==> config.mk <==
export PLATFORM = sky130hd
export DESIGN_NAME = barrel_shift_pipe
export DESIGN_NICKNAME = d
export VERILOG_FILES = /design/src/rtl/barrel_shift_pipe.sv
export SDC_FILE = /design/constraint.sdc
export NUM_CORES = 1
export LEC_CHECK = 0
export ABC_AREA = 0
export CORE_MARGIN = 3
export CORE_UTILIZATION = 55
export DETAILED_ROUTE_END_ITERATION = 10
export PLACE_DENSITY = 0.78
export RECOVER_POWER = 25
export SLEW_MARGIN = 20
export SYNTH_ARGS = -nofsm -noshare
export SYNTH_HDL_FRONTEND = slang
export SYNTH_SLANG_ARGS = --single-unit
==> constraint.sdc <==
create_clock -name clk -period 2.75 [get_ports clk]
set_clock_uncertainty 0.05 [all_clocks]
set_input_delay 0.275 -clock clk [delete_from_list [all_inputs] [get_ports clk]]
set_output_delay 0.275 -clock clk [all_outputs]
set_load 0.005 [all_outputs]
==> src/rtl/barrel_shift_pipe.sv <==
// Pipelined barrel shifter/rotator (ROR, ROL, SHL, SHR, SRA, PASS) with a valid/ready handshake.
// Defining SHIFT_FLAGS_EN adds the flop-driven out_zero and out_carry flags.
module barrel_shift_pipe #(
    parameter int WIDTH       = 32,
    parameter int PIPE_STAGES = 2
) (
    input  logic                     clk,
    input  logic                     rst_n,
    input  logic                     in_valid,
    output logic                     in_ready,
    input  logic [2:0]               in_op,
    input  logic [$clog2(WIDTH)-1:0] in_amt,
    input  logic [WIDTH-1:0]         in_a,
    output logic                     out_valid,
    input  logic                     out_ready,
    output logic [WIDTH-1:0]         out_z
`ifdef SHIFT_FLAGS_EN
    ,
    output logic                     out_zero,
    output logic                     out_carry
`endif
);

    localparam int LW = $clog2(WIDTH);
    localparam int P  = PIPE_STAGES;

    localparam logic [2:0] OP_ROR = 3'b000;
    localparam logic [2:0] OP_ROL = 3'b001;
    localparam logic [2:0] OP_SHL = 3'b010;
    localparam logic [2:0] OP_SHR = 3'b011;
    localparam logic [2:0] OP_SRA = 3'b100;

    // Handshake: a request is taken on a rising edge where in_valid & in_ready, a
    // result leaves where out_valid & out_ready. The whole pipe freezes while the
    // output rank holds a result nobody takes, so in_ready is simply ~stall.
    logic stall;

    logic             valid_q [P];
    logic             valid_d [P];
    logic [2:0]       op_q    [P];
    logic [2:0]       op_d    [P];
    logic [LW-1:0]    amt_q   [P];
    logic [LW-1:0]    amt_d   [P];
    logic [WIDTH-1:0] data_q  [P];
    logic [WIDTH-1:0] data_d  [P];

    logic             src_valid;
    logic [2:0]       src_op;
    logic [LW-1:0]    src_amt;
    logic [WIDTH-1:0] shift_t;

    function automatic logic [WIDTH-1:0] shift_level(input logic [WIDTH-1:0] d,
                                                     input logic [2:0] op,
                                                     input int s);
        logic [WIDTH-1:0] r;
        case (op)
            OP_ROR:  r = (d >> s) | (d << (WIDTH - s));
            OP_ROL:  r = (d << s) | (d >> (WIDTH - s));
            OP_SHL:  r = d << s;
            OP_SHR:  r = d >> s;
            OP_SRA:  r = WIDTH'($signed(d) >>> s);
            default: r = d;
        endcase
        return r;
    endfunction

    // First mux level owned by rank r; rank r covers [level_lo(r), level_lo(r+1)).
    function automatic int level_lo(input int r);
        return (r * LW) / P;
    endfunction

    assign stall    = valid_q[P-1] & ~out_ready;
    assign in_ready = ~stall;

    always_comb begin
        src_valid = 1'b0;
        src_op    = '0;
        src_amt   = '0;
        shift_t   = '0;
        for (int r = 0; r < P; r++) begin
            if (r == 0) begin
                src_valid = in_valid;
                src_op    = in_op;
                src_amt   = in_amt;
                shift_t   = in_a;
            end else begin
                src_valid = valid_q[(r > 0) ? r - 1 : 0];
                src_op    = op_q[(r > 0) ? r - 1 : 0];
                src_amt   = amt_q[(r > 0) ? r - 1 : 0];
                shift_t   = data_q[(r > 0) ? r - 1 : 0];
            end
            for (int k = 0; k < LW; k++) begin
                if (k >= level_lo(r) && k < level_lo(r + 1) && src_amt[k]) begin
                    shift_t = shift_level(shift_t, src_op, 1 << k);
                end
            end
            valid_d[r] = stall ? valid_q[r] : src_valid;
            op_d[r]    = stall ? op_q[r]    : src_op;
            amt_d[r]   = stall ? amt_q[r]   : src_amt;
            data_d[r]  = stall ? data_q[r]  : shift_t;
        end
    end

    always_ff @(posedge clk or negedge rst_n) begin
        if (!rst_n) begin
            for (int r = 0; r < P; r++) begin
                valid_q[r] <= 1'b0;
                op_q[r]    <= '0;
                amt_q[r]   <= '0;
                data_q[r]  <= '0;
            end
        end else begin
            for (int r = 0; r < P; r++) begin
                valid_q[r] <= valid_d[r];
                op_q[r]    <= op_d[r];
                amt_q[r]   <= amt_d[r];
                data_q[r]  <= data_d[r];
            end
        end
    end

    assign out_valid = valid_q[P-1];
    assign out_z     = data_q[P-1];

`ifdef SHIFT_FLAGS_EN
    // The carry is a pure function of the request, so it is resolved at the input
    // and then rides along with the data.
    logic          carry_q [P];
    logic          carry_d [P];
    logic          carry_in;
    logic          zero_q;
    logic          zero_d;
    logic [LW-1:0] idx_r;
    logic [LW-1:0] idx_l;

    always_comb begin
        idx_r    = in_amt - LW'(1);
        idx_l    = LW'(0) - in_amt;
        carry_in = 1'b0;
        if (in_amt != '0) begin
            case (in_op)
                OP_ROR, OP_SHR, OP_SRA: carry_in = in_a[idx_r];
                OP_ROL, OP_SHL:         carry_in = in_a[idx_l];
                default:                carry_in = 1'b0;
            endcase
        end
        for (int r = 0; r < P; r++) begin
            if (r == 0) begin
                carry_d[r] = stall ? carry_q[r] : carry_in;
            end else begin
                carry_d[r] = stall ? carry_q[r] : carry_q[(r > 0) ? r - 1 : 0];
            end
        end
        zero_d = (data_d[P-1] == '0);
    end

    always_ff @(posedge clk or negedge rst_n) begin
        if (!rst_n) begin
            for (int r = 0; r < P; r++) begin
                carry_q[r] <= 1'b0;
            end
            zero_q <= 1'b0;
        end else begin
            for (int r = 0; r < P; r++) begin
                carry_q[r] <= carry_d[r];
            end
            zero_q <= zero_d;
        end
    end

    assign out_zero  = zero_q;
    assign out_carry = carry_q[P-1];
`endif

endmodule

==> run summary, run 1 <==
Post-Syn Instances -> 879
# fillers -> 1107
Ys Warns -> 0
die height -> 118 um
RR Startpoint -> src_op[0]
most frequent cells in the layout -> nor2_1 (84), clkdlybuf4s50_1 (76), a21oi_1 (71), dfrtp_1 (71), nand2_1 (57)
Final ANT Viol Nets -> 0
# diodes -> 0
core area -> 0.0121 mm^2
fin crit period -> 2.53 ns
aggregate global routing overflow -> 0
critical path data required time -> 2.91 ns
Max Slew Vio Count -> 31
WP data arrival -> 2.69 ns
Initial Util -> 0.566
Synth Register Bits -> 72
period utilization -> 0.920
worst hold path class -> in2reg
clock slew at reported path FFs -> 0.05 ns
most common cell after layout, fill and taps aside -> nor2_1
r2r endpoint -> out_z[0]
worst skew pair latency -> 0.35 ns
I/O Pins -> 78
layout cell share with drive strength beyond 1 -> 0.116
TritonRoute pass-1 iters -> 6
fraction of registers with async set/reset -> 1.00
final hold slack -> 0.422 ns
Synth-to-Final Area Change -> 16.7%
maximum clock insertion buffer count -> 2
r2r setup slk -> 0.22 ns
Setup WS post-layout -> 0.220 ns
failing checks -> max-capacitance violations, max-slew violations
status -> finished with violations
CP Capture Type -> flop
setup violators final -> 0
# DRC -> 0
CTS Buf Count -> 9
cell row count -> 40
RD Place Congestion -> 0.976
HP Start -> in_valid
area leader, netlist -> dfrtp_1
Hold Path Sink -> src_valid
vias in the first global route -> 7085
measured slew at the worst slew-check pin -> 1.63 ns
post-synth top area share -> 0.263
maximum clock rate -> 395 MHz
DRT Wirelength -> 24600 um
vias per cell -> 7.07
pre-CTS WS -> 0.168 ns
GRT Total Usage -> 0.345
worst IR drop on VDD -> 0.346 mV
Netlist cell types -> 69
via count -> 7661
Lkg Pwr -> 2.97 nW
post-synthesis sequential area ratio -> 0.263
Main synth FF type -> dfrtp_1
Detail Placement HPWL -> 18300 um
CTS tree -> yes
Gates resized, CTS repair -> 0
max cap viols -> 1
H-tree depth -> 3
Worst setup SP type -> flop
largest fanout on the critical path -> 36
Syn Nets -> 923
crit path kind -> reg2reg
unrepaired setup endpoints after global routing -> no
global-route wire length before repair -> 39000 um
PortBufs -> 77
Rel. slew slack -> -0.0849
largest net degree at the start of global routing -> 56
nets -> 955
Cell Area, Synth -> 0.00685 mm^2
DIE AREA -> 0.0138 mm^2
Setup TNS -> 0 ns
CTS sink count -> 72
PwrDens -> 723 mW/mm^2
Synth area leaders -> dfrtp_1 (26%), a221oi_1 (6.3%), a21oi_1 (5.2%), nor2_1 (4.6%), buf_4 (4.5%)
wire per inst -> 22.8 um
average cell area after synthesis -> 7.79 um^2
root buf cell -> clkbuf_16
post-CTS setup buffer count -> 0
final hold vios -> 0
Worst Hold Depth -> 3
Hold Buf Count CTS -> 1
Post-synth EDFFs -> 0
initial antenna violation count -> 0
r2r worst-path depth -> 8
drt first-iter violations -> 1037
Die Wd -> 118 um
-- area by class of cell --
cell class / instances / area [um^2] / share of cell area
inverters: 9 / 33.8 / 0.00423
clock buffers: 12 / 256 / 0.0321
multi-input cells: 677 / 4340 / 0.542
clock inverters: 3 / 17.5 / 0.00219
flip-flops and latches: 72 / 1800 / 0.226
repair buffers: 142 / 1340 / 0.167
well taps: 168 / 210 / 0.0263
-- synthesized netlist by cell type (all sizes together), types with 2 or more instances --
master,number
nand3,14
dfrtp,72
nor2,86
inv,9
a222oi,2
nand2,58
and2,10
a22oi,40
nor3,26
o22a,6
o211ai,18
mux2,4
nor3b,14
clkbuf,43
nor2b,19
a31oi,8
nor4,2
nand2b,10
a32oi,4
a211o,3
o221a,2
o221ai,11
o31ai,4
a211oi,18
a221o,7
or3,3
a2bb2oi,9
a21o,2
buf,78
o2bb2ai,3
a21oi,74
o22ai,47
a22o,4
o2111ai,2
xor2,2
o21a,9
o21ai,55
or2,2
a221oi,54
or4b,3
mux2i,29
-- worst max-delay path, cell delays in order, from the launching register on --
cell and delay, ns:
dfrtp_2 0.51, buf_12 0.24, buf_4 0.22, mux2i_1 0.24, a221oi_2 0.09, o22ai_1 0.45, o22ai_1 0.26, o21ai_0 0.23
o211ai_1 0.11
-- per-stage QoR --
stage	total power, mW	instances	util	cell area [um^2]
2_1_floorplan	3.61	879	-	6850
3_5_place_dp	4.59	1067	0.637	7720
6_report	5.78	1083	0.660	7990
4_1_cts	5.71	1083	0.661	8000
3_3_place_gp	4.53	1067	0.637	7720
5_1_grt	6.09	1083	0.660	7990
-- where the power goes --
group	switching, mW	internal [mW]	leakage (nW)
sequential	0.365	1.37	0.837
clock	0.457	0.652	0.134
combinational	1.58	1.35	2.00
-- state kept, by name, summed over array words and instances (netlist names) --
name       cells
src_op         3
data_q        32
src_amt        3
out_valid      1
src_valid      1
out_z         32
-- layer usage --
metal	vias to the layer above	GRT usage	share of wire
li1	3455	-	-
met1	3653	0.456	0.41
met2	490	0.568	0.48
met3	63	0.0399	0.079
met4	0	0.155	0.032
met5	-	0	0
-- worst max-delay path by stage --
stage	from	end	slack, ns
global placement	in_op[1]	data_q[33]	0.21
floorplan	src_op[1]	out_z[26]	0.66
global route	src_op[2]	out_z[21]	0.09
CTS	src_op[0]	out_z[26]	0.26
detailed placement	in_op[1]	data_q[33]	0.17
finish	src_op[0]	out_z[0]	0.22
-- logic make-up (layout without fill, tap and decap cells) --
family	after synthesis	in the layout	share of synthesized area
AO/OA/AOI/OAI	389	389	0.402
AND/OR/NAND/NOR	253	253	0.178
buffers and inverters	130	166	0.105
flip-flops	72	72	0.263
multiplexers	33	33	0.0489
XOR/XNOR	2	2	0.00256
Power figures use the tool's default switching activity.
==> run 2: changes to the inputs <==
- ABC_AREA: 0 -> unset
==> results of run 2 <==
The final DEF is identical to that of run 1; final timing and power are the same.
==> run 3: changes to the inputs <==
- CORE_UTILIZATION: 55 -> 58
- CTS_CLUSTER_SIZE: unset -> 40
- PLACE_DENSITY: 0.78 -> 0.82
==> run summary, run 3 (synthesized netlist as in run 1, its figures left out) <==
CP Capture Type -> flop
vias in the first global route -> 7119 (+0.48%)
most common cell after layout, fill and taps aside -> nor2_1
period utilization -> 0.928 (+0.00806)
Detail Placement HPWL -> 17400 um (-4.6%)
WP data arrival -> 2.75 ns (+0.06 ns)
TritonRoute pass-1 iters -> 6 (unchanged)
crit path kind -> reg2reg
final hold vios -> 0 (unchanged)
H-tree depth -> 3 (unchanged)
maximum clock insertion buffer count -> 2 (unchanged)
Post-Place Cells -> 1030 (-3.5%)
clock slew at reported path FFs -> 0.06 ns (about the same)
aggregate global routing overflow -> 0 (unchanged)
initial antenna violation count -> 0 (unchanged)
fin area -> 0.00792 mm^2 (-0.94%)
die height -> 115 um (-2.5%)
final hold slack -> 0.407 ns (-0.0151 ns)
cell row count -> 39 (-2.5%)
# fillers -> 991 (-10%)
Max Slew Vio Count -> 31 (unchanged)
PortBufs -> 77 (unchanged)
measured slew at the worst slew-check pin -> 1.76 ns (+0.136 ns)
vias per cell -> 7.32 (+3.5%)
nets -> 946 (-0.94%)
Switching Power -> 2.36 mW (-2.0%)
Worst setup SP type -> flop
# DRC -> 0 (unchanged)
power share of the clock group -> 0.196 (+0.004)
status -> finished with violations
maximum clock rate -> 392 MHz (-0.87%)
pre-CTS WS -> 0.174 ns (+0.00640 ns)
fin crit period -> 2.55 ns (+0.0222 ns)
unrepaired setup endpoints after global routing -> no
Comb pwr share -> 0.499 (-0.009)
failing checks -> max-capacitance violations, max-slew violations
worst skew pair latency -> 0.34 ns (about the same)
wire per inst -> 22.5 um (-1.2%)
largest fanout on the critical path -> 28 (-22%)
Synth-to-Final Area Change -> 15.6%
Setup WS post-layout -> 0.198 ns (-0.0222 ns)
layout cell share with drive strength beyond 1 -> 0.111 (-0.00449)
max cap viols -> 1 (unchanged)
switching part of the total -> 0.412 (-0.00430)
worst hold path class -> reg2reg
Setup TNS -> 0 ns (unchanged)
via count -> 7690 (+0.38%)
Die Wd -> 115 um (-2.5%)
sequential share of power -> 0.305 (+0.005)
Final ANT Viol Nets -> 0 (unchanged)
drt first-iter violations -> 1263 (+22%)
post-route insts no fill -> 1050 (-3.0%)
CTS tree -> yes
DIE AREA -> 0.0132 mm^2 (-4.9%)
critical path data required time -> 2.95 ns (+0.04 ns)
DRT Wirelength -> 23600 um (-4.2%)
most frequent cells in the layout -> nor2_1 (84), clkdlybuf4s50_1 (76), a21oi_1 (71)
core area -> 0.0115 mm^2 (-5.3%)
largest net degree at the start of global routing -> 56 (unchanged)
root buf cell -> clkbuf_16
worst IR drop on VDD -> 0.480 mV (+39%)
PwrDens -> 723 mW/mm^2 (about the same)
Initial Util -> 0.597 (+0.0318)
I/O Pins -> 78 (unchanged)
setup violators final -> 0 (unchanged)
Rel. slew slack -> -0.175 (-0.0906)
CTS Buf Count -> 9 (unchanged)
global-route wire length before repair -> 37700 um (-3.4%)
# diodes -> 0 (unchanged)
CTS sink count -> 72 (unchanged)
Lkg Pwr -> 2.93 nW (-1.2%)
GRT Total Usage -> 0.357 (+0.0120)
DP Area -> 0.00760 mm^2 (-1.6%)
Int Pwr -> 3.37 mW (-0.22%)
RD Place Congestion -> 1.02 (+5.0%)
==> run 3: through the flow <==
| step | total power, mW | util |
|---|---|---|
| floorplan | 3.61 | - |
| global placement | 4.43 | 0.663 |
| detailed placement | 4.50 | 0.663 |
| CTS | 5.63 | 0.688 |
| global route | 6.03 | 0.690 |
| finish | 5.72 | 0.690 |
==> run 3: path summary, 6_finish.rpt <==
path | slack (ns) | to | cells after the start | startpoint
setup reg to reg | 0.20 | data_q[41] | 5 | out_valid
min in group asynchronous | 0.89 | out_z[1] | 2 | rst_n
max in group asynchronous | 0.74 | out_valid | 2 | rst_n
setup / recovery | 0.20 | data_q[41] | 5 | out_valid
hold / removal | 0.41 | src_valid | 2 | src_valid
hold reg to reg | 0.41 | src_valid | 2 | src_valid
==> run 3: timing repair <==
item                                   CTS  global route
hold buffers                             1             0
resized for setup                        0             2
endpoints found under the hold margin   30             0
buffers inserted                         0             3
setup endpoints to repair                0             5
==> run 3: cell type report <==
| type | count | area, um^2 | share of cell area |
|---|---|---|---|
| sequential | 72 | 1800 | 0.228 |
| multi-input combinational | 677 | 4340 | 0.549 |
| timing repair buffer | 133 | 1270 | 0.161 |
| tap | 143 | 179 | 0.0226 |
| inverter | 9 | 33.8 | 0.00427 |
| clock buffer | 14 | 274 | 0.0346 |
| clock inverter | 2 | 12.5 | 0.00158 |
==> run 3: layer usage <==
layer | share of wire | track usage
met5 | 0 | 0
met4 | 0.048 | 0.192
met3 | 0.093 | 0.0465
met2 | 0.46 | 0.572
met1 | 0.40 | 0.466
==> run 3: power by group through the flow <==
stage	Clock, mW	Sequential, mW	Combinational [mW]
after floorplan	0	1.56	2.05
after global placement	0	1.73	2.71
after detailed placement	0	1.74	2.76
after CTS	1.13	1.73	2.77
after global routing	1.18	1.79	3.07
final	1.12	1.75	2.85
==> run 3: worst max-delay path: stages, from the launching register on <==
cell	delay, ns
dfrtp_1	0.36
nor2b_2	0.22
clkbuf_1	1.02
nor2_1	0.37
buf_12	0.28
a21oi_1	0.16
